<file path="src/rtl/fetch_controller.sv">
// Instruction-fetch sequencer: owns the PC, issues single-outstanding imem requests, and buffers words in a 2-entry queue.
// Optional performance counters are enabled with the FETCH_PERF_CNT_EN macro.
module fetch_controller #(
  parameter logic [31:0] RESET_VECTOR = 32'h0000_0000
) (
  input  logic        clk,
  input  logic        rst_n,
  output logic        imem_req,
  output logic [31:0] imem_addr,
  input  logic        imem_gnt,
  input  logic        imem_rvalid,
  input  logic [31:0] imem_rdata,
  input  logic        redirect,
  input  logic [31:0] redirect_pc,
  input  logic        stall,
  output logic        if_valid,
  output logic [31:0] if_pc,
  output logic [31:0] if_inst,
  output logic        misalign_err
`ifdef FETCH_PERF_CNT_EN
  ,
  output logic [31:0] perf_fetch_cnt,
  output logic [31:0] perf_stall_cnt,
  output logic [31:0] perf_flush_cnt
`endif
);

  typedef enum logic [1:0] {
    S_BOOT,
    S_REQ,
    S_WAIT
  } state_t;

  state_t      r_state;
  state_t      w_state_nxt;
  logic [31:0] r_fetch_pc;
  logic [31:0] w_fetch_pc_nxt;
  logic [31:0] r_req_pc;
  logic        r_kill;
  logic        w_kill_nxt;
  logic [31:0] r_q_pc   [2];
  logic [31:0] r_q_inst [2];
  logic        r_head;
  logic [1:0]  r_count;
  logic        r_misalign;

  logic        w_deq;
  logic [1:0]  w_occ_after;
  logic        w_issue;
  logic        w_enq;
  logic        w_tail;

  assign if_valid     = (r_count != 2'd0);
  assign if_pc        = r_q_pc[r_head];
  assign if_inst      = r_q_inst[r_head];
  assign imem_addr    = r_fetch_pc;
  assign misalign_err = r_misalign;

  // Issue is gated on the occupancy left after this cycle's dequeue, so the queue can never overflow.
  assign w_deq       = if_valid && !stall;
  assign w_occ_after = r_count - {1'b0, w_deq};
  assign w_issue     = imem_req && imem_gnt;
  assign w_enq       = (r_state == S_WAIT) && imem_rvalid && !r_kill && !redirect;
  assign w_tail      = r_head ^ r_count[0];

  always_ff @(posedge clk or negedge rst_n) begin
    if (!rst_n) begin
      r_state    <= S_BOOT;
      r_fetch_pc <= RESET_VECTOR;
      r_kill     <= 1'b0;
    end else begin
      r_state    <= w_state_nxt;
      r_fetch_pc <= w_fetch_pc_nxt;
      r_kill     <= w_kill_nxt;
    end
  end

  always_comb begin
    w_state_nxt    = r_state;
    w_kill_nxt     = r_kill;
    imem_req       = 1'b0;
    w_fetch_pc_nxt = r_fetch_pc;
    case (r_state)
      S_BOOT: w_state_nxt = S_REQ;
      S_REQ: begin
        imem_req = (w_occ_after < 2'd2);
        if (imem_req && imem_gnt) begin
          w_state_nxt = S_WAIT;
          w_kill_nxt  = redirect;
        end
      end
      S_WAIT: begin
        // A response arriving together with a redirect is simply dropped; only a still-pending one needs killing.
        if (imem_rvalid) begin
          w_state_nxt = S_REQ;
          w_kill_nxt  = 1'b0;
        end else if (redirect) begin
          w_kill_nxt = 1'b1;
        end
      end
      default: w_state_nxt = S_BOOT;
    endcase
    if (redirect) begin
      w_fetch_pc_nxt = redirect_pc & ~32'h3;
    end else if (w_issue) begin
      w_fetch_pc_nxt = r_fetch_pc + 32'd4;
    end
  end

  always_ff @(posedge clk or negedge rst_n) begin
    if (!rst_n) begin
      r_req_pc    <= '0;
      r_q_pc[0]   <= '0;
      r_q_pc[1]   <= '0;
      r_q_inst[0] <= '0;
      r_q_inst[1] <= '0;
      r_head      <= 1'b0;
      r_count     <= 2'd0;
      r_misalign  <= 1'b0;
    end else begin
      r_misalign <= redirect && (redirect_pc[1:0] != 2'b00);
      if (w_issue) begin
        r_req_pc <= r_fetch_pc;
      end
      if (redirect) begin
        r_head  <= 1'b0;
        r_count <= 2'd0;
      end else begin
        if (w_enq) begin
          r_q_pc[w_tail]   <= r_req_pc;
          r_q_inst[w_tail] <= imem_rdata;
        end
        case ({w_enq, w_deq})
          2'b10: r_count <= r_count + 2'd1;
          2'b01: begin
            r_count <= r_count - 2'd1;
            r_head  <= ~r_head;
          end
          2'b11: r_head <= ~r_head;
          default: ;
        endcase
      end
    end
  end

`ifdef FETCH_PERF_CNT_EN
  always_ff @(posedge clk or negedge rst_n) begin
    if (!rst_n) begin
      perf_fetch_cnt <= '0;
      perf_stall_cnt <= '0;
      perf_flush_cnt <= '0;
    end else begin
      if (w_enq) perf_fetch_cnt <= perf_fetch_cnt + 32'd1;
      if (if_valid && stall) perf_stall_cnt <= perf_stall_cnt + 32'd1;
      if (redirect) perf_flush_cnt <= perf_flush_cnt + 32'd1;
    end
  end
`endif

endmodule

</file>
<file path="config.mk">
export PLATFORM = sky130hd
export DESIGN_NAME = fetch_controller
export DESIGN_NICKNAME = d
export VERILOG_FILES = /design/src/rtl/fetch_controller.sv
export SDC_FILE = /design/constraint.sdc
export NUM_CORES = 1
export LEC_CHECK = 0
export CAP_MARGIN = 20
export CORE_ASPECT_RATIO = 1.5
export CORE_MARGIN = 2
export CORE_UTILIZATION = 44
export DETAILED_ROUTE_END_ITERATION = 8
export PLACE_DENSITY = 0.68
export SYNTH_ARGS = -nofsm -noshare
export SYNTH_HDL_FRONTEND = slang
export SYNTH_SLANG_ARGS = --single-unit
</file>
<file path="constraint.sdc">
create_clock -name clk -period 3.9 [get_ports clk]
set_input_delay 0.78 -clock clk [delete_from_list [all_inputs] [get_ports clk]]
set_output_delay 0.78 -clock clk [all_outputs]
set_load 0.01 [all_outputs]
</file>
==> flow_metrics.py, run 1 <==
metrics = {
    "layout": {
        "syn_to_final_growth_pct": 30.06,
        "fin_area_um2": 11130,
        "final_layout_size_suffix_gt1_share_pct": 31.83,
        "diodes": 0,
        "nFillCells": 1624,
        "nets": 881,
        "fin_util_pct": 58.35,
    },
    "worst_setup_path": {
        "crit_top_cell": "clkdlybuf4s50_1",
        "startpoint": "stall",
        "crit_path_end": "imem_req",
        "end_kind": "primary output",
        "critPathMaxStageDelay_ps": 530,
        "r2r-start": "imem_addr[8]",
        "path_depth": 5,
        "path_max_fanout": 7,
        "regToRegSetupSlack_ps": 1500,
        "crit_type": "primary input to primary output",
        "worstPathRequired_ps": 3120,
        "r2r_cells": 4,
        "reg2reg_to": "imem_addr[29]",
        "critPathLaunchType": "primary input",
        "path_cells": "clkdlybuf4s50_1 > o21ai_0 > buf_4 > and2_1 > clkdlybuf4s50_1",
        "crit_family": "buffers and inverters",
        "critPathSlowestCell": "clkdlybuf4s50_1",
        "arrival_ps": 2330,
        "path_buf_inv": 3,
    },
    "die": {
        "chipWidth_um": 117.9,
        "die_y_um": 174.8,
        "die_area_um2": 20610,
        "fp.coreArea_um2": 19080,
        "rows": 62,
        "initial_utilization_pct": 44.86,
        "ios": 169,
    },
    "clock_network": {
        "cts_tree": "yes",
        "numCtsBuffers": 17,
        "cts_resized": 0,
        "cts.sinks": 191,
        "htree_levels": 4,
        "cts_setup_buffers": 0,
        "cts.path.max_buffers": 2,
        "postCtsHoldBufs": 0,
        "path_clk_slew_ps": 70,
        "cts-root-buf": "clkbuf_16",
        "clk_latency_ps": 430,
    },
    "synth": {
        "syn_area_um2": 8561,
        "synth.most_common_cell": "mux2_2",
        "synth_area_leaders": "dfrtp_1 (56%), mux2_2 (27%), clkbuf_1 (1.5%), o21ai_0 (1.5%), a31oi_1 (1.4%)",
        "yosysTopAreaCellShare_pct": 55.83,
        "synth_cell_types": 45,
        "ys_seq_area_share_pct": 55.83,
        "yosysTopAreaCell": "dfrtp_1",
        "syn_avg_cell_area_um2": 13.07,
        "synth_warnings": 0,
        "synthTopCellsByCount": "mux2_2 (207), dfrtp_1 (191), clkbuf_1 (35)",
        "synth_edf_count": 0,
        "ys_ff_latch": 191,
        "synth_top_flop_cell": "dfrtp_1",
        "async_flop_share_pct": 100.0,
        "synth_cells": 655,
    },
    "sta": {
        "rsz0062_at_grt": "no",
        "holdWs_ps": 371.1,
        "worst_slack_ps": 789.8,
        "setup_viol": 0,
        "final.setup.tns_ps": 0,
        "fmax_mhz": 321.5,
        "slew_violations": 0,
        "relSlewSlack_pct": 40.84,
        "skew_ps": 9.119,
        "finalCritPeriodShare_pct": 79.75,
        "worst_pin_slew_ps": 887.4,
        "fin_crit_ps": 3110,
        "final-hold-violation-count": 0,
    },
    "drt": {
        "drc": 0,
        "detail-route-antenna-nets": 0,
        "dr.pass1.iters": 4,
        "viasPerCell": 5.384,
        "dr.first_iter.drc_count": 306,
        "vias": 5809,
        "wirelength_um": 20150,
        "routedWlPerCell_um": 18.68,
    },
    "pwr": {
        "pwr-share-seq_pct": 41.9,
        "clkPwrFrac_pct": 27.6,
        "power_frac_comb_pct": 30.6,
        "internal-power_mw": 5.055,
        "powerDensity_nw_per_um2": 627.1,
        "power_leakage_nw": 4.898,
        "vdd_drop_max_mv": 0.3026,
        "switching_share_pct": 27.61,
        "switchingPower_mw": 1.928,
    },
    "global_route": {
        "grt_pass1_wl_um": 32620,
        "grt_pass1_vias": 6357,
        "antenna_found_initial": 0,
        "grt_max_degree": 88,
        "gr-total-overflow": 0,
        "grt_usage_pct": 20.06,
    },
    "status": {
        "status": "finished clean",
    },
    "place": {
        "dp_slack_ps": 721.8,
        "placed_cell_area_um2": 10470,
        "detailed_place_hpwl_um": 13970,
        "place.gp.congestion": 0.8738,
        "port_buffers": 164,
    },
    "flow_run": {
        "cap_violations": 0,
    },
    "min_path": {
        "hold_class": "primary input to asynchronous set/reset pin",
    },
}
[worst min-delay path by stage]
stage / start / end / slack (ps) / cells after the start
floorplan: r_req_pc[13] / r_req_pc[13] / 460 / 2
global placement: r_q_inst[28] / r_q_inst[28] / 480 / 1
detailed placement: r_q_inst[3] / r_q_inst[3] / 490 / 1
CTS: rst_n / r_q_pc[25] / 410 / 1
global route: rst_n / r_q_pc[28] / 430 / 1
finish: rst_n / r_q_pc[28] / 370 / 1
[metrics by stage]
| stage | power, mW | std cells |
|---|---|---|
| after detailed placement | 5.125 | 1047 |
| after floorplan | 3.976 | 658 |
| after global placement | 5.025 | 1047 |
| final | 6.983 | 1079 |
| after CTS | 7.064 | 1079 |
| after global routing | 7.359 | 1079 |
[registers in the layout (all words and copies together), names as in the netlist]
signal	flops
r_q_pc	60
imem_addr	30
r_q_inst	64
r_req_pc	30
r_kill	1
r_head	1
misalign_err	1
r_count	2
r_state	2
[cell usage in the layout, fill, tap and decap left out, types with 12 or more instances in the layout]
master and n:
mux2_2 207, clkbuf_16 17, nor2_1 27, nand2_1 29, clkdlybuf4s50_1 163, o31ai_1 12
dfrtp_1 190, a31oi_1 19, o21ai_0 25, or4_1 14
[final cells by class]
type	instances	area, um^2	area share [%]
flip-flops and latches	191	4781	42.94
multi-input cells	414	3577	32.13
repair buffers	175	1753	15.74
clock buffers	20	456.7	4.102
well taps	256	320.3	2.877
clock inverters	12	205.2	1.843
inverters	11	41.29	0.3708
[per-layer routing]
metal  wire [um]  global-route usage [%]  part of all wire [%]  up-vias
met5           0                       0                     0        -
met4         558                   9.538                   2.8        0
met3         716                   3.623                   3.6       30
met2       11710                   38.37                    58      139
met1        7163                   20.94                    36     2954
li1            -                       -                     -     2686
[power by group through the flow]
stage / logic [mW] / registers, mW / clock network, mW
global route: 2.30 / 3.00 / 2.06
finish: 2.13 / 2.92 / 1.93
floorplan: 1.16 / 2.82 / 0
global placement: 2.12 / 2.91 / 0
detailed placement: 2.16 / 2.96 / 0
CTS: 2.18 / 2.93 / 1.96
[cells by family (layout without fill, tap and decap cells)]
| logic type | after synthesis | after routing | synth area share (%) |
|---|---|---|---|
| simple gates | 123 | 123 | 7.892 |
| other cells | 1 | 4 | 0.04380 |
| flops | 191 | 191 | 55.83 |
| compound gates | 69 | 69 | 5.130 |
| fa+ha+maj | 1 | 1 | 0.1461 |
| xor+xnor | 9 | 9 | 0.9207 |
| buf+inv | 53 | 218 | 2.689 |
| mux | 208 | 208 | 27.35 |
(Power assumes the default switching activity.)
==> run 2: changes to the inputs <==
==> constraint.sdc (replaced) <==
create_clock -name clk -period 3 [get_ports clk]
set_input_delay 0.6 -clock clk [delete_from_list [all_inputs] [get_ports clk]]
set_output_delay 0.6 -clock clk [all_outputs]
set_load 0.01 [all_outputs]
==> run 2 against run 1 <==
Net effect:
- sequential power increased by 30%
- clock skew shrank 0.98 ps
- via count grew 1.9%
- core utilization grew 0.39 points
- sequential share of layout area shrank 0.28 points
- largest cell class unchanged
==> flow_metrics.py, run 2 (synthesized netlist as in run 1, its figures left out) <==
metrics = {
    "sta": {
        "final-hold-violation-count": 0,
        "worst_slack_ps": 242.8,
        "worst_pin_slew_ps": 699.7,
        "skew_ps": 8.139,
        "finalCritPeriodShare_pct": 91.91,
        "slew_violations": 0,
        "fmax_mhz": 362.7,
        "holdWs_ps": 174.8,
        "setup_viol": 0,
        "final.setup.tns_ps": 0,
        "fin_crit_ps": 2757,
        "relSlewSlack_pct": 53.35,
        "rsz0062_at_grt": "no",
    },
    "clock_network": {
        "cts.path.max_buffers": 2,
        "htree_levels": 4,
        "cts_tree": "yes",
        "clk_latency_ps": 430,
        "postCtsHoldBufs": 0,
        "cts.sinks": 191,
        "cts_setup_buffers": 0,
        "cts-root-buf": "clkbuf_16",
        "numCtsBuffers": 17,
        "cts_resized": 0,
        "path_clk_slew_ps": 70,
    },
    "worst_setup_path": {
        "startpoint": "stall",
        "crit_type": "primary input to primary output",
        "critPathLaunchType": "primary input",
        "path_depth": 5,
        "end_kind": "primary output",
        "critPathSlowestCell": "clkdlybuf4s50_1",
        "path_max_fanout": 5,
        "critPathMaxStageDelay_ps": 530,
        "crit_path_end": "imem_req",
        "crit_family": "buffers and inverters",
        "path_buf_inv": 3,
        "reg2reg_to": "imem_addr[25]",
        "crit_top_cell": "clkdlybuf4s50_1",
        "arrival_ps": 2160,
        "worstPathRequired_ps": 2400,
        "r2r_cells": 4,
        "path_cells": "clkdlybuf4s50_1 > buf_4 > o21ai_0 > and2_1 > clkdlybuf4s50_1",
        "regToRegSetupSlack_ps": 560,
        "r2r-start": "imem_addr[8]",
    },
    "place": {
        "dp_slack_ps": -17.45,
        "port_buffers": 164,
        "detailed_place_hpwl_um": 14430,
        "place.gp.congestion": 0.8511,
    },
    "drt": {
        "viasPerCell": 5.466,
        "routedWlPerCell_um": 18.85,
        "wirelength_um": 20410,
        "dr.first_iter.drc_count": 282,
        "detail-route-antenna-nets": 0,
        "drc": 0,
        "dr.pass1.iters": 4,
        "vias": 5920,
    },
    "layout": {
        "final_cell_mix": "mux2_2 (207), dfrtp_1 (190), clkdlybuf4s50_1 (163)",
        "diodes": 0,
        "nFillCells": 1582,
        "largest_registers": "r_q_inst (64), r_q_pc (60)",
        "top_register": "r_q_inst",
        "final_common_cell": "mux2_2",
        "largest_register_ffs": 64,
        "syn_to_final_growth_pct": 30.93,
        "final_layout_size_suffix_gt1_share_pct": 32.29,
        "nets": 885,
    },
    "die": {
        "fp.coreArea_um2": 19080,
        "chipWidth_um": 117.9,
        "die_area_um2": 20610,
        "rows": 62,
        "ios": 169,
        "die_y_um": 174.8,
        "initial_utilization_pct": 44.86,
    },
    "flow_run": {
        "cap_violations": 0,
    },
    "min_path": {
        "hold_class": "primary input to asynchronous set/reset pin",
    },
    "global_route": {
        "antenna_found_initial": 0,
        "gr-total-overflow": 0,
        "grt_pass1_vias": 6264,
        "grt_usage_pct": 20.48,
        "grt_pass1_wl_um": 32930,
        "grt_max_degree": 82,
    },
    "pwr": {
        "power_leakage_nw": 4.939,
        "vdd_drop_max_mv": 0.3995,
        "powerDensity_nw_per_um2": 805.6,
        "totalPowerFinal_mw": 9.030,
    },
    "status": {
        "status": "finished clean",
    },
}
run 2: cell types whose count changed in the layout (fill, tap and decap cells not counted), moves of 2 or more:
cell,previous run,this run
buf_12,2,8
inv_6,2,5
buf_4,9,7
clkbuf_8,3,1
clkinv_2,1,3
clkinv_4,2,0
run 2: worst min path at each step:
stage,startpoint,end,slack (ps),depth (start not counted)
after global routing,rst_n,r_req_pc[29],250,1
after global placement,r_q_inst[16],r_q_inst[16],480,1
after CTS,rst_n,r_req_pc[29],210,1
after floorplan,rst_n,imem_addr[10],300,0
after detailed placement,r_q_inst[10],r_q_inst[10],490,1
final,rst_n,r_req_pc[29],170,1
run 2: power breakdown:
part           leakage (nW)  internal, mW  switching [mW]  total [mW]
Clock                 0.307          1.41            1.01        2.42
Combinational          2.21          1.76            1.05        2.81
Sequential             2.42          3.30           0.498        3.80
run 2: per-stage QoR:
step / instance area, um^2 / util (%) / std cells
final: 11210 / 58.73 / 1083
after detailed placement: 10580 / 55.43 / 1051
after global placement: 10580 / 55.43 / 1051
after CTS: 11210 / 58.73 / 1083
after global routing: 11210 / 58.73 / 1083
after floorplan: 8572 / - / 658
run 2: layout make-up:
cell class	count	area (um^2)	area share [%]
inverters	11	41.29	0.3684
clock buffers	17	425.4	3.796
repair buffers	179	1858	16.58
flip-flops and latches	191	4781	42.65
multi-input cells	414	3577	31.92
well taps	256	320.3	2.858
clock inverters	15	205.2	1.831
run 2: routing by layer:
layer  global-route usage (%)  share of wire [%]  up-vias
met2                    38.69                 57      138
met3                    3.982                3.1       44
met1                    21.64                 36     3033
li1                         -                  -     2705
met5                        0                  0        -
met4                    9.739                3.7        0
